**src/rtl/answer_generator.sv**
```systemverilog
// Secret-answer generator: draws four distinct BCD digits by rejection-sampling a 16-bit LFSR.
// Define FIXED_ANSWER_EN to bypass the random draw and always publish 1,2,3,4 after one busy cycle.
module answer_generator #(
  parameter logic [15:0] LFSR_INIT = 16'hACE1
) (
  input  logic       clock,
  input  logic       rst,
  input  logic       start,
  output logic       busy,
  output logic       ans_valid,
  output logic [3:0] ans0,
  output logic [3:0] ans1,
  output logic [3:0] ans2,
  output logic [3:0] ans3
);

  typedef enum logic [1:0] {
    IDLE  = 2'd0,
    DRAW  = 2'd1,
    CHECK = 2'd2
  } state_t;

  state_t          state;
  state_t          state_nxt;
  logic            start_d;
  logic            start_pulse;
  logic            busy_nxt;
  logic            valid_nxt;
  logic [3:0][3:0] ans_q;
  logic [3:0][3:0] ans_nxt;

  assign start_pulse = start & ~start_d;

  assign ans0 = ans_q[0];
  assign ans1 = ans_q[1];
  assign ans2 = ans_q[2];
  assign ans3 = ans_q[3];

  always_ff @(posedge clock) begin
    if (rst) begin
      state     <= IDLE;
      start_d   <= 1'b0;
      busy      <= 1'b0;
      ans_valid <= 1'b0;
      ans_q     <= '0;
    end else begin
      state     <= state_nxt;
      start_d   <= start;
      busy      <= busy_nxt;
      ans_valid <= valid_nxt;
      ans_q     <= ans_nxt;
    end
  end

`ifdef FIXED_ANSWER_EN

  // DRAW doubles as the single busy cycle before the constant answer is published.
  always_comb begin
    state_nxt = state;
    busy_nxt  = busy;
    valid_nxt = ans_valid;
    ans_nxt   = ans_q;
    case (state)
      IDLE: begin
        if (start_pulse) begin
          busy_nxt  = 1'b1;
          valid_nxt = 1'b0;
          state_nxt = DRAW;
        end
      end
      DRAW: begin
        ans_nxt   = {4'd1, 4'd2, 4'd3, 4'd4};
        valid_nxt = 1'b1;
        busy_nxt  = 1'b0;
        state_nxt = IDLE;
      end
      default: begin
        busy_nxt  = 1'b0;
        state_nxt = IDLE;
      end
    endcase
  end

`else

  logic [15:0]     lfsr;
  logic [1:0]      idx;
  logic [1:0]      idx_nxt;
  logic [3:0]      cand;
  logic [3:0]      cand_nxt;
  logic [3:0][3:0] slot;
  logic [3:0][3:0] slot_nxt;

  // Fibonacci form of x^16 + x^14 + x^13 + x^11 + 1 (maximal length, never reaches zero).
  function automatic logic [15:0] lfsr_step(input logic [15:0] s);
    lfsr_step = {s[14:0], s[15] ^ s[13] ^ s[12] ^ s[10]};
  endfunction

  function automatic logic is_dup(input logic [3:0] c, input logic [3:0][3:0] s,
                                  input logic [1:0] n);
    is_dup = 1'b0;
    for (int i = 0; i < 3; i++) begin
      if ((2'(i) < n) && (s[i] == c)) is_dup = 1'b1;
    end
  endfunction

  // The LFSR free-runs in every state so the answer depends on when start is pressed.
  always_ff @(posedge clock) begin
    if (rst) begin
      lfsr <= LFSR_INIT;
      idx  <= 2'd0;
      cand <= 4'd0;
      slot <= '0;
    end else begin
      lfsr <= lfsr_step(lfsr);
      idx  <= idx_nxt;
      cand <= cand_nxt;
      slot <= slot_nxt;
    end
  end

  always_comb begin
    state_nxt = state;
    busy_nxt  = busy;
    valid_nxt = ans_valid;
    ans_nxt   = ans_q;
    idx_nxt   = idx;
    cand_nxt  = cand;
    slot_nxt  = slot;
    case (state)
      IDLE: begin
        if (start_pulse) begin
          idx_nxt   = 2'd0;
          busy_nxt  = 1'b1;
          valid_nxt = 1'b0;
          state_nxt = DRAW;
        end
      end
      DRAW: begin
        if (lfsr[3:0] <= 4'd9) begin
          cand_nxt  = lfsr[3:0];
          state_nxt = CHECK;
        end
      end
      CHECK: begin
        if (is_dup(cand, slot, idx)) begin
          state_nxt = DRAW;
        end else begin
          slot_nxt[idx] = cand;
          if (idx == 2'd3) begin
            // Publish all four digits at once so the outputs never show a partial answer.
            ans_nxt   = slot_nxt;
            valid_nxt = 1'b1;
            busy_nxt  = 1'b0;
            state_nxt = IDLE;
          end else begin
            idx_nxt   = idx + 2'd1;
            state_nxt = DRAW;
          end
        end
      end
      default: begin
        busy_nxt  = 1'b0;
        state_nxt = IDLE;
      end
    endcase
  end

`endif

endmodule
```
**config.mk**
```make
export PLATFORM = sky130hd
export DESIGN_NAME = answer_generator
export DESIGN_NICKNAME = d
export VERILOG_FILES = /design/src/rtl/answer_generator.sv
export SDC_FILE = /design/constraint.sdc
export NUM_CORES = 1
export LEC_CHECK = 0
export CAP_MARGIN = 20
export CORE_ASPECT_RATIO = 0.7
export CORE_MARGIN = 3
export CORE_UTILIZATION = 35
export CTS_BUF_LIST = sky130_fd_sc_hd__clkbuf_16
export DETAILED_ROUTE_END_ITERATION = 8
export SLEW_MARGIN = 10
export SYNTH_ARGS = -nofsm -noshare
export SYNTH_HDL_FRONTEND = slang
export SYNTH_SLANG_ARGS = --single-unit
```
**constraint.sdc**
```tcl
create_clock -name clock -period 4.7 [get_ports clock]
set_clock_uncertainty 0.05 [all_clocks]
set_input_delay 0.94 -clock clock [delete_from_list [all_inputs] [get_ports clock]]
set_output_delay 0.94 -clock clock [all_outputs]
set_load 0.05 [all_outputs]
```
== Word-level counts from Yosys, hierarchy flattened ==
Cells that the tools add are included.

* Register bits after elaboration: 59
* Latch bits: 0
* RAM bits: 0
* ROM bits: 0
* Input port bits: 3
* Memories: 0

* Add/subtract/negate cells: 1
* Multiply operators: 0
* Divide/modulo/power cells: 0
* $lt $le $gt $ge: 6
* Eq/ne operators: 11
* Shifts and indexed selects: 0
* Multiplexer cells: 24
* Bitwise logic cells: 7
* Reductions and logical operators: 13

{| class="wikitable"
|+ Operator list
! kind !! number
|-
| $bwmux 16 || 1
|-
| $eq 4x4->1 || 3
|-
| $mux 1 || 12
|-
| $reduce_and 4->1 || 3
|-
| $mux 2 || 5
|-
| $ne 2x2->1 const B || 5
|-
| $demux 4 s2 || 1
|-
| $pmux 2 s3 || 1
|-
| $reduce_and 2->1 || 3
|-
| $eq 2x2->1 const B || 2
|-
| $le 4x4->1 const B || 1
|-
| $logic_and 1x1->1 || 4
|-
| $lt 1x2->1 const A || 2
|-
| $mux 4 || 1
|-
| $pmux 2 s2 || 1
|-
| $lt 2x3->1 const B || 1
|-
| $not 1->1 || 3
|-
| $pmux 1 s3 || 1
|-
| $reduce_and 3->1 || 1
|-
| $xor 1x1->1 || 3
|-
| $add 2x1->2 const B || 1
|-
| $eq 2x1->1 const B || 1
|-
| $ge 2x1->1 const B || 1
|-
| $logic_not 2->1 || 1
|-
| 4 further kinds || 4
|}

== Depth between registers and ports, before layout ==
Gate-level depths: netlist (run 1).

* Depth after elaboration: 8
* Depth in mapped cells: 8
* Gate-level depth less buffers: 6

== Least setup slack after synthesis (run 1) ==
Ideal clock, no wire load.

* Kind: in2reg
* Start: in start
* End: reg idx[0]
* Setup time: 0.062 ns
* Arrival time: 1.954 ns
* Data required time: 4.588 ns
* Path slack: 2.633 ns
* Cell stages on the path: 4
* Cell sequence: nor4b_1 > a21oi_1 > or4_1 > nand3_1

* Cells in the longest elaborated chain, start to end: 3

{| class="wikitable"
|+ Ends and longest elaborated chain
! what !! line !! RTL
|-
| start: declaration || 8 || <nowiki>input logic start,</nowiki>
|-
| $and 1x1->1 || 32 || <nowiki>assign start_pulse = start & ~start_d;</nowiki>
|-
| $ne 2x2->1 (no source line) || n/a ||
|-
| $reduce_and 4->1 (no source line) || n/a ||
|-
| end signal: assignment || 116 || <nowiki>idx <= idx_nxt;</nowiki>
|-
| end: declaration || 87 || <nowiki>logic [1:0] idx;</nowiki>
|}

No other way between the ends.
A chain may end at the register's enable or synchronous reset.

== Final worst setup path (run 1) ==
* Start: reg state[1]
* End: reg ans_q (netlist bit ans1[2])

* Cells in the longest elaborated chain, start to end: 2

{| class="wikitable"
|+ Ends and longest elaborated chain
! what !! line !! RTL
|-
| start: declaration || 23 || <nowiki>state_t state;</nowiki>
|-
| start signal: assignment || 47 || <nowiki>state <= state_nxt;</nowiki>
|-
| $eq 2x2->1 || 130 || <nowiki>case (state)</nowiki>
|-
| $reduce_and 3->1 (no source line) || n/a ||
|-
| end signal: assignment || 51 || <nowiki>ans_q <= ans_nxt;</nowiki>
|-
| end: declaration || 29 || <nowiki>logic [3:0][3:0] ans_q;</nowiki>
|}

No other way between the ends.

==> results.py, run 1 <==
metrics = {
    "pwr": {
        "seqPwrFrac": 0.537,
        "sw_frac_of_total": 0.2423,
        "p_leak_nw": 0.9664,
        "pwr-share-comb": 0.075,
        "clockPowerShare": 0.388,
        "ir_worst_vdd_uv": 135.9,
        "p_int_uw": 702.9,
        "power_switching_uw": 224.8,
        "powerDensity_mw_per_mm2": 313.5,
    },
    "route": {
        "wire_per_inst_um": 14.56,
        "totalWireLength_um": 5301,
        "vias_per_cell": 5.069,
        "drt-initial-drc-count": 72,
        "vias": 1845,
        "drtAntennaViolNets": 0,
        "dr.pass1.iters": 4,
        "drc": 0,
    },
    "sta": {
        "holdWs_ns": 0.3613,
        "min_period_over_period": 0.5699,
        "slew_viol_final": 0,
        "tightest_slew_ns": 1.088,
        "period_minus_slack_ns": 2.679,
        "fin_ws_ns": 2.021,
        "finalHoldViolCount": 0,
        "fmax_mhz": 373.3,
        "timing.slew.headroom": 0.2733,
        "fin_tns_setup_ns": 0,
        "rsz0062_at_grt": "false",
        "setup_viol": 0,
    },
    "worst_setup_path": {
        "crit_buf_inv": 0,
        "cp_slowest_stage_delay_ns": 0.86,
        "crit_cells": 5,
        "cp_max_fo": 29,
        "cp.arrival_ns": 2.83,
        "cp_slowest_cell": "a21oi_4",
        "crit_path_start_kind": "flop",
        "crit_family": "compound AO/OA/AOI/OAI gates",
        "reg2reg_depth": 5,
        "end_kind": "flop",
        "required_ns": 4.86,
        "path_cells": "nor2b_1 -> nand2_1 -> a21oi_4 -> a21oi_1 -> a311oi_2",
        "path_class": "flop to flop",
    },
    "floorplanning": {
        "die_area_mm2": 0.008703,
        "die_height_um": 78.96,
        "row_count": 25,
        "initial_core_util": 0.3765,
        "fp.dieW_um": 110.2,
        "core_area_mm2": 0.007069,
        "ios": 21,
    },
    "clock_network": {
        "cts_root_buf": "clkbuf_16",
        "clk_latency_ns": 0.29,
        "cts_hold_buffers": 0,
        "cts_tree": "yes",
        "cts.path.max_buffers": 2,
        "htreeDepth": 2,
        "cts_inserted_buffers": 5,
        "clock_sinks": 55,
        "clkTransAtPathRegs_ns": 0.07,
        "cts_resized": 0,
        "post-cts-setup-buffers": 0,
    },
    "global_route": {
        "antenna_found_initial": 0,
        "track_usage": 0.1298,
        "grt_pass1_wl_um": 8866,
        "grt_pass1_vias": 1735,
        "grt_max_degree": 53,
        "gr-total-overflow": 0,
    },
    "synthesis": {
        "synth-seq-cells": 55,
        "yosysUniqueCellTypes": 43,
        "synth_fp_nets": 271,
        "avgSynthCellArea_um2": 10.08,
        "synth_seq_area_share": 0.4137,
        "synth_area_mm2": 0.002661,
        "postSynthCellCount": 264,
        "synth_warnings": 0,
    },
    "cells_and_area": {
        "num_antenna_cells": 0,
        "layout_common_cells": "dfxtp_1, nand3_1, a21oi_2",
        "fill_cells": 718,
        "drive_gt1_frac": 0.2259,
        "area_growth_pct": 11.19,
        "stdcell_area_mm2": 0.002959,
        "final_util": 0.4186,
        "design.final.nets": 276,
        "final_common_cell": "dfxtp_1",
    },
    "place": {
        "place.gp.congestion": 0.7659,
        "dp_hpwl_um": 3512,
        "place_area_mm2": 0.002818,
        "place_ws_ns": 1.897,
        "io_buffer_count": 20,
    },
    "worst_hold_path": {
        "min_delay_path_depth": 1,
        "min_path_type": "flop to flop",
    },
    "flow_run": {
        "cap_violations": 0,
    },
    "outcome": {
        "status": "finished clean",
    },
}
==> power by group through the flow <==
stage	registers, mW	clock network (mW)	logic [mW]
floorplan	0.501	0	0.0621
global placement	0.509	0	0.0686
detailed placement	0.509	0	0.0696
CTS	0.498	0.370	0.0700
global route	0.501	0.385	0.0763
finish	0.498	0.360	0.0692
==> final timing paths <==
check | slack, ns | end | startpoint
max reg2reg | 2.02 | ans1[2]$_SDFFE_PP0P_ | state[1]$_SDFFE_PP0P_
min | 0.36 | lfsr[7]$_SDFF_PP1_ | lfsr[6]$_SDFF_PP1_
min reg2reg | 0.36 | lfsr[7]$_SDFF_PP1_ | lfsr[6]$_SDFF_PP1_
max | 2.02 | ans1[2]$_SDFFE_PP0P_ | state[1]$_SDFFE_PP0P_
==> flip-flops by register name, indices dropped and copies added (netlist names) <==
| name | flops |
|---|---|
| idx | 2 |
| slot | 12 |
| lfsr | 16 |
| ans3 | 4 |
| ans2 | 4 |
| cand | 4 |
| ans0 | 4 |
| ans1 | 4 |
| start_d | 1 |
| ans_valid | 1 |
| state | 2 |
| busy | 1 |
==> cell usage after synthesis, drive strengths merged <==
master / count / area [um2]
inv: 6 / 22.52
a21oi: 36 / 270.3
a311oi: 12 / 180.2
nand3: 23 / 115.1
a2111o: 1 / 11.26
clkbuf: 7 / 26.28
xnor2: 5 / 43.79
o21ai: 21 / 105.1
or3: 1 / 6.260
or4: 2 / 15.01
nor3: 3 / 26.28
o22a: 1 / 17.52
o31ai: 1 / 7.510
and2b: 1 / 7.510
nand2: 13 / 48.80
or2: 7 / 43.79
xor2: 7 / 76.32
a31oi: 1 / 6.260
nor4b: 1 / 8.760
nor2b: 11 / 68.82
and2: 2 / 15.02
buf: 16 / 145.1
a211oi: 1 / 7.510
or2b: 1 / 7.510
ha: 4 / 50.05
a21o: 3 / 23.77
o22ai: 1 / 20.02
o2111ai: 3 / 32.53
nand2b: 1 / 6.260
nor2: 4 / 15.01
dfxtp: 55 / 1101
mux2i: 13 / 130.1
==> cells by family after synthesis <==
kind of cell / after synthesis / synth area share
buf+inv: 29 / 0.07287
simple gates: 70 / 0.1443
compound gates: 81 / 0.2562
mux: 13 / 0.04889
flops: 55 / 0.4137
xor+xnor: 12 / 0.04513
fa+ha+maj: 4 / 0.01881
==> layer usage <==
| metal | track usage | vias to the layer above | routed length (um) |
|---|---|---|---|
| met1 | 0.2061 | 857 | 3006 |
| met5 | 0 | - | 0 |
| li1 | - | 942 | - |
| met3 | 0.03412 | 4 | 249 |
| met4 | 0.03075 | 0 | 43 |
| met2 | 0.1701 | 42 | 2002 |
==> worst register-to-register path: stages, from the launching register on <==
cell and delay (ns):
dfxtp_1 0.41, nor2b_1 0.59, nand2_1 0.22, a21oi_4 0.86, a21oi_1 0.21, a311oi_2 0.27
==> cell type report <==
cell class | instances | area (um2) | share of cell area
multi-input combinational | 180 | 1374 | 0.4643
sequential | 55 | 1101 | 0.3721
timing repair buffer | 21 | 202.7 | 0.06850
clock buffer | 5 | 125.1 | 0.04228
tap | 94 | 117.6 | 0.03975
inverter | 6 | 22.52 | 0.007611
clock inverter | 3 | 16.27 | 0.005497
==> metrics by stage <==
stage	instances	power, mW
4_1_cts	364	0.9386
3_5_place_dp	356	0.5788
3_3_place_gp	356	0.5775
2_1_floorplan	264	0.5633
6_report	364	0.9277
5_1_grt	364	0.9618
Note: power is estimated with default switching activity, not from simulation.
==> inputs of run 2 (changes only) <==
clock period = 2.6 ns   (was 4.7 ns; I/O delays follow)
==> results.py, run 2 (same netlist as run 1, synthesis figures left out) <==
metrics = {
    "outcome": {
        "status": "finished clean",
    },
    "route": {
        "vias": 1858,
        "drc": 0,
        "drt-initial-drc-count": 91,
        "totalWireLength_um": 5247,
        "dr.pass1.iters": 4,
        "vias_per_cell": 4.995,
        "drtAntennaViolNets": 0,
        "wire_per_inst_um": 14.10,
    },
    "cells_and_area": {
        "drive_gt1_frac": 0.2518,
        "finalNonFillerCells": 372,
        "seq_area_mm2": 0.001101,
        "top_regs": "lfsr (16), slot (12)",
        "design.final.nets": 284,
        "area_growth_pct": 14.25,
        "num_antenna_cells": 0,
        "final_common_cell": "dfxtp_1",
        "fill_cells": 699,
        "largest_reg_flops": 16,
        "top_register": "lfsr",
        "layout_common_cells": "dfxtp_1, nand3_1, a21oi_2",
        "multiInputGateArea_mm2": 0.001374,
    },
    "flow_run": {
        "cap_violations": 0,
    },
    "sta": {
        "fmax_mhz": 475.0,
        "rsz0062_at_grt": "false",
        "timing.slew.headroom": 0.6027,
        "setup_viol": 0,
        "holdWs_ns": 0.3599,
        "period_minus_slack_ns": 2.105,
        "tightest_slew_ns": 0.5960,
        "min_period_over_period": 0.8096,
        "slew_viol_final": 0,
        "finalHoldViolCount": 0,
        "fin_tns_setup_ns": 0,
    },
    "place": {
        "place.gp.congestion": 0.8014,
        "dp.cells": 364,
        "io_buffer_count": 20,
        "dp_hpwl_um": 3724,
    },
    "worst_setup_path": {
        "path_cells": "and2b_1 -> a2111o_1 -> o22ai_4 -> o21ai_1 -> a21oi_2",
        "cp_max_fo": 22,
        "required_ns": 2.78,
        "crit_family": "compound AO/OA/AOI/OAI gates",
        "crit_path_start_kind": "flop",
        "cp_slowest_cell": "o22ai_4",
        "path_class": "flop to flop",
        "cp_slowest_stage_delay_ns": 0.49,
        "cp.arrival_ns": 2.28,
        "end_kind": "flop",
        "crit_buf_inv": 0,
    },
    "clock_network": {
        "clk_latency_ns": 0.29,
        "post-cts-setup-buffers": 0,
        "clkTransAtPathRegs_ns": 0.07,
        "cts_inserted_buffers": 5,
        "clock_sinks": 55,
        "cts_root_buf": "clkbuf_16",
        "cts.path.max_buffers": 2,
        "cts_hold_buffers": 0,
        "cts_resized": 0,
        "cts_tree": "yes",
        "htreeDepth": 2,
    },
    "pwr": {
        "ir_worst_vdd_uv": 362.5,
        "power_switching_uw": 419.4,
        "seqPwrFrac": 0.525,
        "clockPowerShare": 0.394,
        "sw_frac_of_total": 0.2459,
        "powerDensity_mw_per_mm2": 561.0,
        "pwr-share-comb": 0.081,
        "p_leak_nw": 1.009,
        "p_int_mw": 1.286,
    },
    "global_route": {
        "track_usage": 0.1335,
        "grt_pass1_wl_um": 9163,
        "gr-total-overflow": 0,
        "grt_max_degree": 42,
        "antenna_found_initial": 0,
        "grtUsageMet1": 0.2123,
        "grt_use_met2": 0.1780,
        "grt_use_met3": 0.03168,
        "grt.busiest_layer": "met1",
        "grt_pass1_vias": 1831,
    },
    "floorplanning": {
        "ios": 21,
        "core_area_mm2": 0.007069,
        "die_area_mm2": 0.008703,
        "initial_core_util": 0.3765,
        "die_height_um": 78.96,
        "row_count": 25,
        "fp.dieW_um": 110.2,
    },
    "worst_hold_path": {
        "min_path_type": "flop to flop",
    },
}
## run 2: metal layers
metal / vias to the layer above / share of wire
met5: - / 0
met2: 28 / 0.38
li1: 967 / -
met3: 2 / 0.035
met4: 0 / 0.0046
met1: 861 / 0.58
## run 2: layout make-up
| class | count | share of cell area |
|---|---|---|
| clock buffer | 5 | 0.04115 |
| inverter | 6 | 0.007407 |
| timing repair buffer | 29 | 0.09053 |
| clock inverter | 3 | 0.008230 |
| sequential | 55 | 0.3621 |
| tap | 94 | 0.03868 |
| multi-input combinational | 180 | 0.4519 |
## run 2: path summary, 6_finish.rpt
check,from,to,slack [ns],cells past startpoint
max,cand[0]$_SDFFE_PP0P_,slot[8]$_SDFFE_PP0P_,0.49,5
min reg2reg,lfsr[14]$_SDFF_PP0_,lfsr[15]$_SDFF_PP1_,0.36,1
min,lfsr[14]$_SDFF_PP0_,lfsr[15]$_SDFF_PP1_,0.36,1
max reg2reg,cand[0]$_SDFFE_PP0P_,slot[8]$_SDFFE_PP0P_,0.49,5
## run 2: worst register-to-register path: cells and delay by family, from the launching register on
family	cells	cell delay (ns)
AO/OA/AOI/OAI	4	1.28
AND/OR/NAND/NOR	1	0.24
flip-flops	1	0.47
## run 2: power groups by stage
| stage | Clock, mW | Combinational, mW | Sequential, mW |
|---|---|---|---|
| after global placement | 0 | 0.137 | 0.915 |
| after floorplan | 0 | 0.112 | 0.906 |
| after detailed placement | 0 | 0.139 | 0.915 |
| after global routing | 0.725 | 0.154 | 0.901 |
| final | 0.672 | 0.138 | 0.896 |
| after CTS | 0.692 | 0.139 | 0.896 |
## run 2: through the flow
| step | setup slack [ns] | instance area, um2 | total power, mW | util |
|---|---|---|---|---|
| 2_1_floorplan | 0.6702 | 2661 | 1.018 | - |
| 3_3_place_gp | 0.4569 | 2890 | 1.052 | 0.4089 |
| 3_5_place_dp | 0.3498 | 2890 | 1.054 | 0.4089 |
| 4_1_cts | 0.4889 | 3040 | 1.727 | 0.4301 |
| 5_1_grt | 0.3304 | 3040 | 1.779 | 0.4301 |
| 6_report | 0.4949 | 3040 | 1.706 | 0.4301 |
